[src/rtl/rsa_decrypt.sv]
// RSA decryption core: m = c^d mod n by left-to-right square-and-multiply over all 2*WIDTH bits of d.
// Define RSA_DEC_CONST_TIME_EN for a constant-time build (a multiply on every exponent bit).

module Mult #(
   parameter int WIDTH = 16
) (
   input  logic               clk,
   input  logic               rst_n,
   input  logic               start,
   input  logic [WIDTH-1:0]   in1,
   input  logic [WIDTH-1:0]   in2,
   output logic [2*WIDTH-1:0] product,
   output logic               finish
);
   always_ff @(posedge clk or negedge rst_n) begin
      if (!rst_n) begin
         product <= '0;
         finish  <= 1'b0;
      end else begin
         finish <= start;
         if (start) product <= {{WIDTH{1'b0}}, in1} * {{WIDTH{1'b0}}, in2};
      end
   end
endmodule

module Divide #(
   parameter int WIDTH = 32
) (
   input  logic             clk,
   input  logic             rst_n,
   input  logic             start,
   input  logic [WIDTH-1:0] dividend,
   input  logic [WIDTH-1:0] divisor,
   output logic [WIDTH-1:0] remainder,
   output logic             finish
);
   localparam int CW = $clog2(WIDTH + 1);

   logic [WIDTH-1:0] quo;
   logic [WIDTH-1:0] dvs;
   logic [CW-1:0]    cnt;
   logic             run;
   logic [WIDTH:0]   shifted;
   logic             fits;

   // Restoring division: one quotient bit per cycle, MSB first.
   assign shifted = {remainder, quo[WIDTH-1]};
   assign fits    = shifted >= {1'b0, dvs};

   always_ff @(posedge clk or negedge rst_n) begin
      if (!rst_n) begin
         quo       <= '0;
         dvs       <= '0;
         remainder <= '0;
         cnt       <= '0;
         run       <= 1'b0;
         finish    <= 1'b0;
      end else begin
         finish <= 1'b0;
         if (start) begin
            quo       <= dividend;
            dvs       <= divisor;
            remainder <= '0;
            cnt       <= CW'(WIDTH);
            run       <= 1'b1;
         end else if (run) begin
            remainder <= fits ? shifted[WIDTH-1:0] - dvs : shifted[WIDTH-1:0];
            quo       <= {quo[WIDTH-2:0], fits};
            cnt       <= cnt - CW'(1);
            if (cnt == CW'(1)) begin
               run    <= 1'b0;
               finish <= 1'b1;
            end
         end
      end
   end
endmodule

module rsa_decrypt #(
   parameter int WIDTH = 8
) (
   input  logic               clk,
   input  logic               rst,
   input  logic               start,
   input  logic [2*WIDTH-1:0] c,
   input  logic [2*WIDTH-1:0] d,
   input  logic [2*WIDTH-1:0] n,
   output logic [2*WIDTH-1:0] m,
   output logic               finish,
   output logic               busy,
   output logic [2*WIDTH-1:0] op_cnt
);
   localparam int W2 = 2 * WIDTH;
   localparam int W4 = 4 * WIDTH;
   localparam int IW = $clog2(W2);

`ifdef RSA_DEC_CONST_TIME_EN
   localparam bit CONST_TIME = 1'b1;
`else
   localparam bit CONST_TIME = 1'b0;
`endif

   typedef enum logic [1:0] {IDLE, SQR, MUL, DONE} state_t;

   state_t        state, state_next;
   logic [W2-1:0] acc, acc_next;
   logic [W2-1:0] c_reg, c_next, d_reg, d_next, n_reg, n_next;
   logic [W2-1:0] m_next, op_next;
   logic [IW-1:0] idx, idx_next;
   logic          finish_next;
   logic          go, go_next;
   logic [W2-1:0] mult_in2;
   logic [W4-1:0] product, rem;
   logic          mult_finish, div_finish;
   logic [W2-1:0] rem_lo;
   logic          unused_rem_hi;

   // Remainder is always below n, so only the low half carries information.
   assign rem_lo        = rem[W2-1:0];
   assign unused_rem_hi = ^rem[W4-1:W2];
   assign mult_in2      = (state == MUL) ? c_reg : acc;
   assign busy          = (state != IDLE) || finish;

   Mult #(.WIDTH(W2)) u_mult (
      .clk     (clk),
      .rst_n   (~rst),
      .start   (go),
      .in1     (acc),
      .in2     (mult_in2),
      .product (product),
      .finish  (mult_finish)
   );

   Divide #(.WIDTH(W4)) u_div (
      .clk       (clk),
      .rst_n     (~rst),
      .start     (mult_finish),
      .dividend  (product),
      .divisor   ({{W2{1'b0}}, n_reg}),
      .remainder (rem),
      .finish    (div_finish)
   );

   always_ff @(posedge clk or posedge rst) begin
      if (rst) begin
         state  <= IDLE;
         acc    <= W2'(1);
         idx    <= '1;
         c_reg  <= '0;
         d_reg  <= '0;
         n_reg  <= '0;
         m      <= '0;
         op_cnt <= '0;
         finish <= 1'b0;
         go     <= 1'b0;
      end else begin
         state  <= state_next;
         acc    <= acc_next;
         idx    <= idx_next;
         c_reg  <= c_next;
         d_reg  <= d_next;
         n_reg  <= n_next;
         m      <= m_next;
         op_cnt <= op_next;
         finish <= finish_next;
         go     <= go_next;
      end
   end

   always_comb begin
      state_next  = state;
      acc_next    = acc;
      idx_next    = idx;
      c_next      = c_reg;
      d_next      = d_reg;
      n_next      = n_reg;
      m_next      = m;
      op_next     = op_cnt;
      finish_next = 1'b0;
      go_next     = 1'b0;
      case (state)
         IDLE: begin
            if (start && !finish) begin
               c_next   = c;
               d_next   = d;
               n_next   = n;
               op_next  = '0;
               idx_next = '1;
               if (n[W2-1:1] == '0) begin
                  acc_next   = '0;
                  state_next = DONE;
               end else begin
                  acc_next   = W2'(1);
                  state_next = SQR;
                  go_next    = 1'b1;
               end
            end
         end
         SQR: begin
            if (div_finish) begin
               acc_next = rem_lo;
               op_next  = op_cnt + W2'(1);
               if (CONST_TIME || d_reg[idx]) begin
                  state_next = MUL;
                  go_next    = 1'b1;
               end else if (idx == '0) begin
                  state_next = DONE;
               end else begin
                  idx_next = idx - IW'(1);
                  go_next  = 1'b1;
               end
            end
         end
         MUL: begin
            if (div_finish) begin
               // In the constant-time build a zero bit still multiplies but discards the product.
               if (!CONST_TIME || d_reg[idx]) acc_next = rem_lo;
               op_next = op_cnt + W2'(1);
               if (idx == '0) begin
                  state_next = DONE;
               end else begin
                  idx_next   = idx - IW'(1);
                  state_next = SQR;
                  go_next    = 1'b1;
               end
            end
         end
         DONE: begin
            m_next      = acc;
            finish_next = 1'b1;
            state_next  = IDLE;
         end
         default: state_next = IDLE;
      endcase
   end
endmodule

[config.mk]
export PLATFORM = sky130hd
export DESIGN_NAME = rsa_decrypt
export DESIGN_NICKNAME = d
export VERILOG_FILES = /design/src/rtl/rsa_decrypt.sv
export SDC_FILE = /design/constraint.sdc
export NUM_CORES = 1
export LEC_CHECK = 0
export CORE_ASPECT_RATIO = 2
export CORE_MARGIN = 2
export CORE_UTILIZATION = 50
export DETAILED_ROUTE_END_ITERATION = 10
export GPL_TIMING_DRIVEN = 1
export HOLD_SLACK_MARGIN = 0.15
export PLACE_DENSITY = 0.71
export SLEW_MARGIN = 20
export SYNTH_ARGS = -nofsm -noshare
export SYNTH_HDL_FRONTEND = slang
export SYNTH_SLANG_ARGS = --single-unit
[constraint.sdc]
create_clock -name clk -period 8.42 [get_ports clk]
set_input_delay 1.684 -clock clk [delete_from_list [all_inputs] [get_ports clk]]
set_output_delay 1.684 -clock clk [all_outputs]
set_load 0.01 [all_outputs]
Yosys cells after proc, flatten, opt, wreduce, memory -nomap -nowiden --
Index checks and enable logic that the tools add are counted.
Storage, ports and cells: register bits 225, latch bits 0, RAM bits 0, memory bits (read-only) 0, input port bits 51, output and inout bits 34, logic and storage cells 95, memories 0
Operators by class: add/subtract/negate cells 4, multiply operators 1, div/mod/pow operators 0, magnitude comparators 2, equal/unequal tests 10, shifts and indexed selects 0, multiplexer cells 45, bitwise gates (word level) 0, reduce and logical (&&, ||, !) cells 15
Operators by type and width (count):
- 32-bit 2-to-1 mux | 5
- 16-bit 2-to-1 mux | 5
- 16-bit case mux with 2 select lines | 2
- 33-bit by 16-bit greater-or-equal comparator with 1-bit output | 1
- 16-bit by 16-bit multiplier with 32-bit output | 1
- 32-bit by 16-bit subtractor with 32-bit output | 1
- 4-bit 2-to-1 mux | 5
- 16-bit by 1-bit adder with 16-bit output (second input constant) | 1
- 15-bit logical NOT | 1
- 1-bit 2-to-1 mux | 15
- 2-bit 2-to-1 mux | 7
- 6-bit 2-to-1 mux | 2
- 4-bit case mux with 3 select lines | 1
- 2-bit case mux with 4 select lines | 1
- 6-bit by 1-bit == test with 1-bit output (second input constant) | 1
- 2-bit by 1-bit inequality test with 1-bit output (second input constant) | 3
- 2-bit nonzero test | 3
- 6-bit by 1-bit subtractor with 6-bit output (second input constant) | 1
- 4-bit by 5-bit < comparator with 1-bit output (second input constant) | 1
- 5-bit AND reduction | 1
- 1-bit binary-select mux with 4-bit select | 1
- 2-bit == test (second input constant) | 2
- 4-bit logical NOT | 1
- 2-bit inequality test (second input constant) | 2
- 13 further kinds | 13

Longest topological paths before layout --
word-level depth 5, gate-level depth with buffers 27, mapped depth without buffers 25

By module --
Synthesis repeated with hierarchy kept, for this count alone.
Unflattened totals: cells, all modules 2197, area total of the unflattened synthesis 21005.1 sq um
Modules (own cells, without submodules):
- Mult | times used 1, cells each 1111, area an instance 9932.0 sq um, sequential area each 825.8 sq um
- Divide | times used 1, cells each 731, area an instance 6392.4 sq um, sequential area each 2602.5 sq um
- rsa_decrypt | times used 1, cells each 355, area an instance 4680.7 sq um, sequential area each 2608.8 sq um

Worst setup path after synthesis --
Ideal clock, no wire load.
path type register -> register, from register state[0], to register u_mult.product[28], library setup time 0.089 ns, arrival time 7.740 ns, required time 8.331 ns, setup slack 0.591 ns, cell stages (with the launch flop) 27, path buffers 3, period minus slack after synthesis 7.829 ns, cells stage by stage dfrtp_1 > inv_1 > ha_1 > clkbuf_1 > clkbuf_1 > mux2i_1 > clkbuf_1 > nor2b_1 > fa_1 > inv_1 > fa_1 > inv_1 > fa_1 > fa_1 > fa_1 > inv_1 > fa_1 > inv_1 > ha_1 > nand4_1 > nor3_1 > o311ai_0 > nand2_1 > o21ai_0 > o311ai_0 > or4b_2 > o211ai_1
Between the ends: longest elaborated chain between the ends 3
Ends and longest elaborated chain:
- start, declared | RTL line 105 | state_t state, state_next;
- start signal, assigned | RTL line 157 | state <= state_next;
- 2-bit == test | RTL line 121 | assign mult_in2 = (state == MUL) ? c_reg : acc;
- 16-bit 2-to-1 mux | RTL line 121
- 16-bit by 16-bit multiplier with 32-bit output | RTL line 21 | if (start) product <= {{WIDTH{1'b0}}, in1} * {{WIDTH{1'b0}}, in2};
- end signal, assigned | RTL line 21
- end, declared | RTL line 12 | output logic [2*WIDTH-1:0] product,
Every way passes these cells. A chain may end at the register's enable or synchronous reset.

Worst setup path after layout --
Same ends and word-level chain as after synthesis.

==> impl_metrics.json <==
{
  "hold_class": "reg2reg",
  "arrival_ns": 8.53,
  "maxCapViolations": 0,
  "grt_usage_pct": 27.6,
  "period_needed_ns": 8.08,
  "wl_met1_um": 16400,
  "num_vias": 14800,
  "tns_ns": 0,
  "dieArea_mm2": 0.0401,
  "start_util_pct": 50.7,
  "cts_setup_buffers": 0,
  "cpPeakStageDelay_ns": 0.59,
  "power_density_mw_per_mm2": 253,
  "synth-seq-cells": 225,
  "clkTransAtPathRegs_ns": 0.06,
  "core-area_mm2": 0.0379,
  "num_rows": 101,
  "ir_drop_uv": 231,
  "synth_edf_count": 0,
  "wl_met2_um": 29100,
  "place_congestion": 0.967,
  "grt_first_pass_wirelength_um": 84700,
  "drive_above_1_share_pct": 6.69,
  "synthArstFlopShare_pct": 100,
  "crit_fanout": 15,
  "diodes": 0,
  "syn_area_per_cell_um2": 9.31,
  "synth_seq_area_share_pct": 29.3,
  "synth_cell_type_count": 62,
  "synthCells": 2064,
  "ant_nets": 0,
  "remaining_drc_errors": 0,
  "outcome": "finished clean",
  "wl_met3_um": 2600,
  "portBuffers": 84,
  "grt_pass1_vias": 16400,
  "synth_area_mm2": 0.0192,
  "grt_max_degree": 173,
  "viasPerCell": 5.75,
  "worstSetupPathType": "reg2reg",
  "cts_resized": 0,
  "cts_buffers": 23,
  "die_y_um": 281,
  "clk_path_buf_depth": 3,
  "drt-total-wl_um": 53600,
  "route.top_layer_used": "met4",
  "power.leakage_nw": 10.5,
  "wl_per_cell_um": 20.9,
  "mostFrequentLayoutCell": "nand2_1",
  "cts-htree-levels": 1,
  "fmax_mhz": 124,
  "worstRegToRegCells": 26,
  "cpMostUsedCell": "fa_1",
  "worst_setup_path_end_kind": "flip-flop",
  "ys_warn_count": 0,
  "grt_remaining_overflow": 0,
  "syn_nets": 2439,
  "worstSkewPairLatency_ns": 0.54,
  "setup_viol": 0,
  "final_cell_mix": "375 x nand2_1, 261 x inv_1, 218 x dfrtp_1",
  "cp-start-kind": "flip-flop",
  "hpwlAfterDp_um": 41500,
  "finalNetCount": 2467,
  "cp_slowest_cell": "fa_1",
  "placed_cell_area_mm2": 0.0205,
  "boundaryPins": 85,
  "areaGrowthSynthToFinish_pct": 10.4,
  "die_w_um": 143,
  "drtIter0Drc": 652,
  "hold_slack_ns": 0.474,
  "clock-root-buffer": "clkbuf_16",
  "synth_flop_cell": "dfrtp_1",
  "min_period_over_period_pct": 96.0,
  "cts_hold_buf": 0,
  "skew_ns": 0.0217,
  "worst_pin_slew_ns": 0.986,
  "grt_setup_unrepaired": "no",
  "finalMaxSlewViolations": 0,
  "stdcell_area_mm2": 0.0212,
  "relSlewSlack_pct": 34.3,
  "grt_antenna_before_repair": 0,
  "finalHoldViolCount": 0,
  "reg.largest.list": "u_div.quo: 32 flops, u_div.remainder: 32 flops, u_mult.product: 32 flops",
  "first_pass_iters": 5,
  "required_ns": 8.86,
  "whs_path_depth": 2,
  "cts_sinks": 225,
  "tritoncts": "done"
}
[critical path: cells and delay by family, from the launching register on]
family | cells | cell delay (ns)
adder cells (fa/ha/maj) | 8 | 4.09
AND/OR/NAND/NOR | 5 | 1.15
buffers and inverters | 8 | 1.08
flip-flops | 1 | 0.45
AO/OA/AOI/OAI | 4 | 0.98
multiplexers | 1 | 0.21
[cells by family (layout without fill, tap and decap cells)]
family / after synthesis / after routing / synth area share (%)
adders and majority gates: 324 / 324 / 28.7
DFF: 225 / 225 / 29.3
buffers and inverters: 373 / 417 / 7.34
muxes: 94 / 94 / 5.57
xor gates and xnor gates: 57 / 57 / 2.60
AOI/OAI and AO/OA: 291 / 291 / 9.62
and+or+nand+nor: 700 / 700 / 16.8
[per-layer routing]
metal | vias to the layer above | global-route usage, %
met4 | 0 | 22.7
met1 | 7378 | 26.0
met5 | - | 0
li1 | 6723 | -
met2 | 453 | 51.4
met3 | 242 | 4.06
[cell type report]
class                           instances  area (µm²)
Sequential cell                       225        5640
Clock buffer                           33         653
Timing Repair Buffer                  114        1080
Multi-Input combinational cell       1466       12200
Inverter                              262         991
Tap cell                              463         579
Clock inverter                          8         105
Fill cell                            3418       16700
[worst paths after layout]
| kind | startpoint | to | slack [ns] |
|---|---|---|---|
| max in group asynchronous | rst | c_reg[13] | 5.59 |
| setup reg to reg | state[0] | u_mult.product[28] | 0.34 |
| setup / recovery | state[0] | u_mult.product[28] | 0.34 |
| min in group asynchronous | rst | u_div.cnt[1] | 1.56 |
| hold / removal | n_reg[0] | n_reg[0] | 0.47 |
| hold reg to reg | n_reg[0] | n_reg[0] | 0.47 |
[power by group]
group | total (W) | internal, W | switching [W] | leakage [nW]
clock network | 0.00106 | 0.000605 | 0.000451 | 0.373
logic | 0.00245 | 0.000994 | 0.00146 | 7.17
registers | 0.00186 | 0.00148 | 0.000374 | 2.91
[stage by stage]
step                worst slack, ns  std cells  util [%]  power [W]
floorplan                     0.581       2064         -    0.00359
global placement              0.672       2530      54.0    0.00424
finish                        0.337       2571      56.0    0.00537
CTS                           0.415       2571      56.0    0.00540
detailed placement            0.494       2530      54.0    0.00432
global route                 0.0247       2571      56.0    0.00577
[cell usage after synthesis (17+ instances only)]
library cell	number	area [µm²]
nand2b_1	17	106
fa_1	195	3900
dfrtp_1	220	5510
mux2i_1	36	360
ha_1	129	1610
clkbuf_1	99	372
and2_1	71	444
nand2_1	375	1410
o21ai_0	97	485
xnor2_1	36	315
a21oi_1	56	280
mux2_2	53	597
nor2b_1	44	275
xor2_1	21	184
a211oi_1	30	225
nor2_1	86	323
inv_1	262	983
nand3_1	17	85.1
Note: power is estimated with default switching activity, not from simulation.
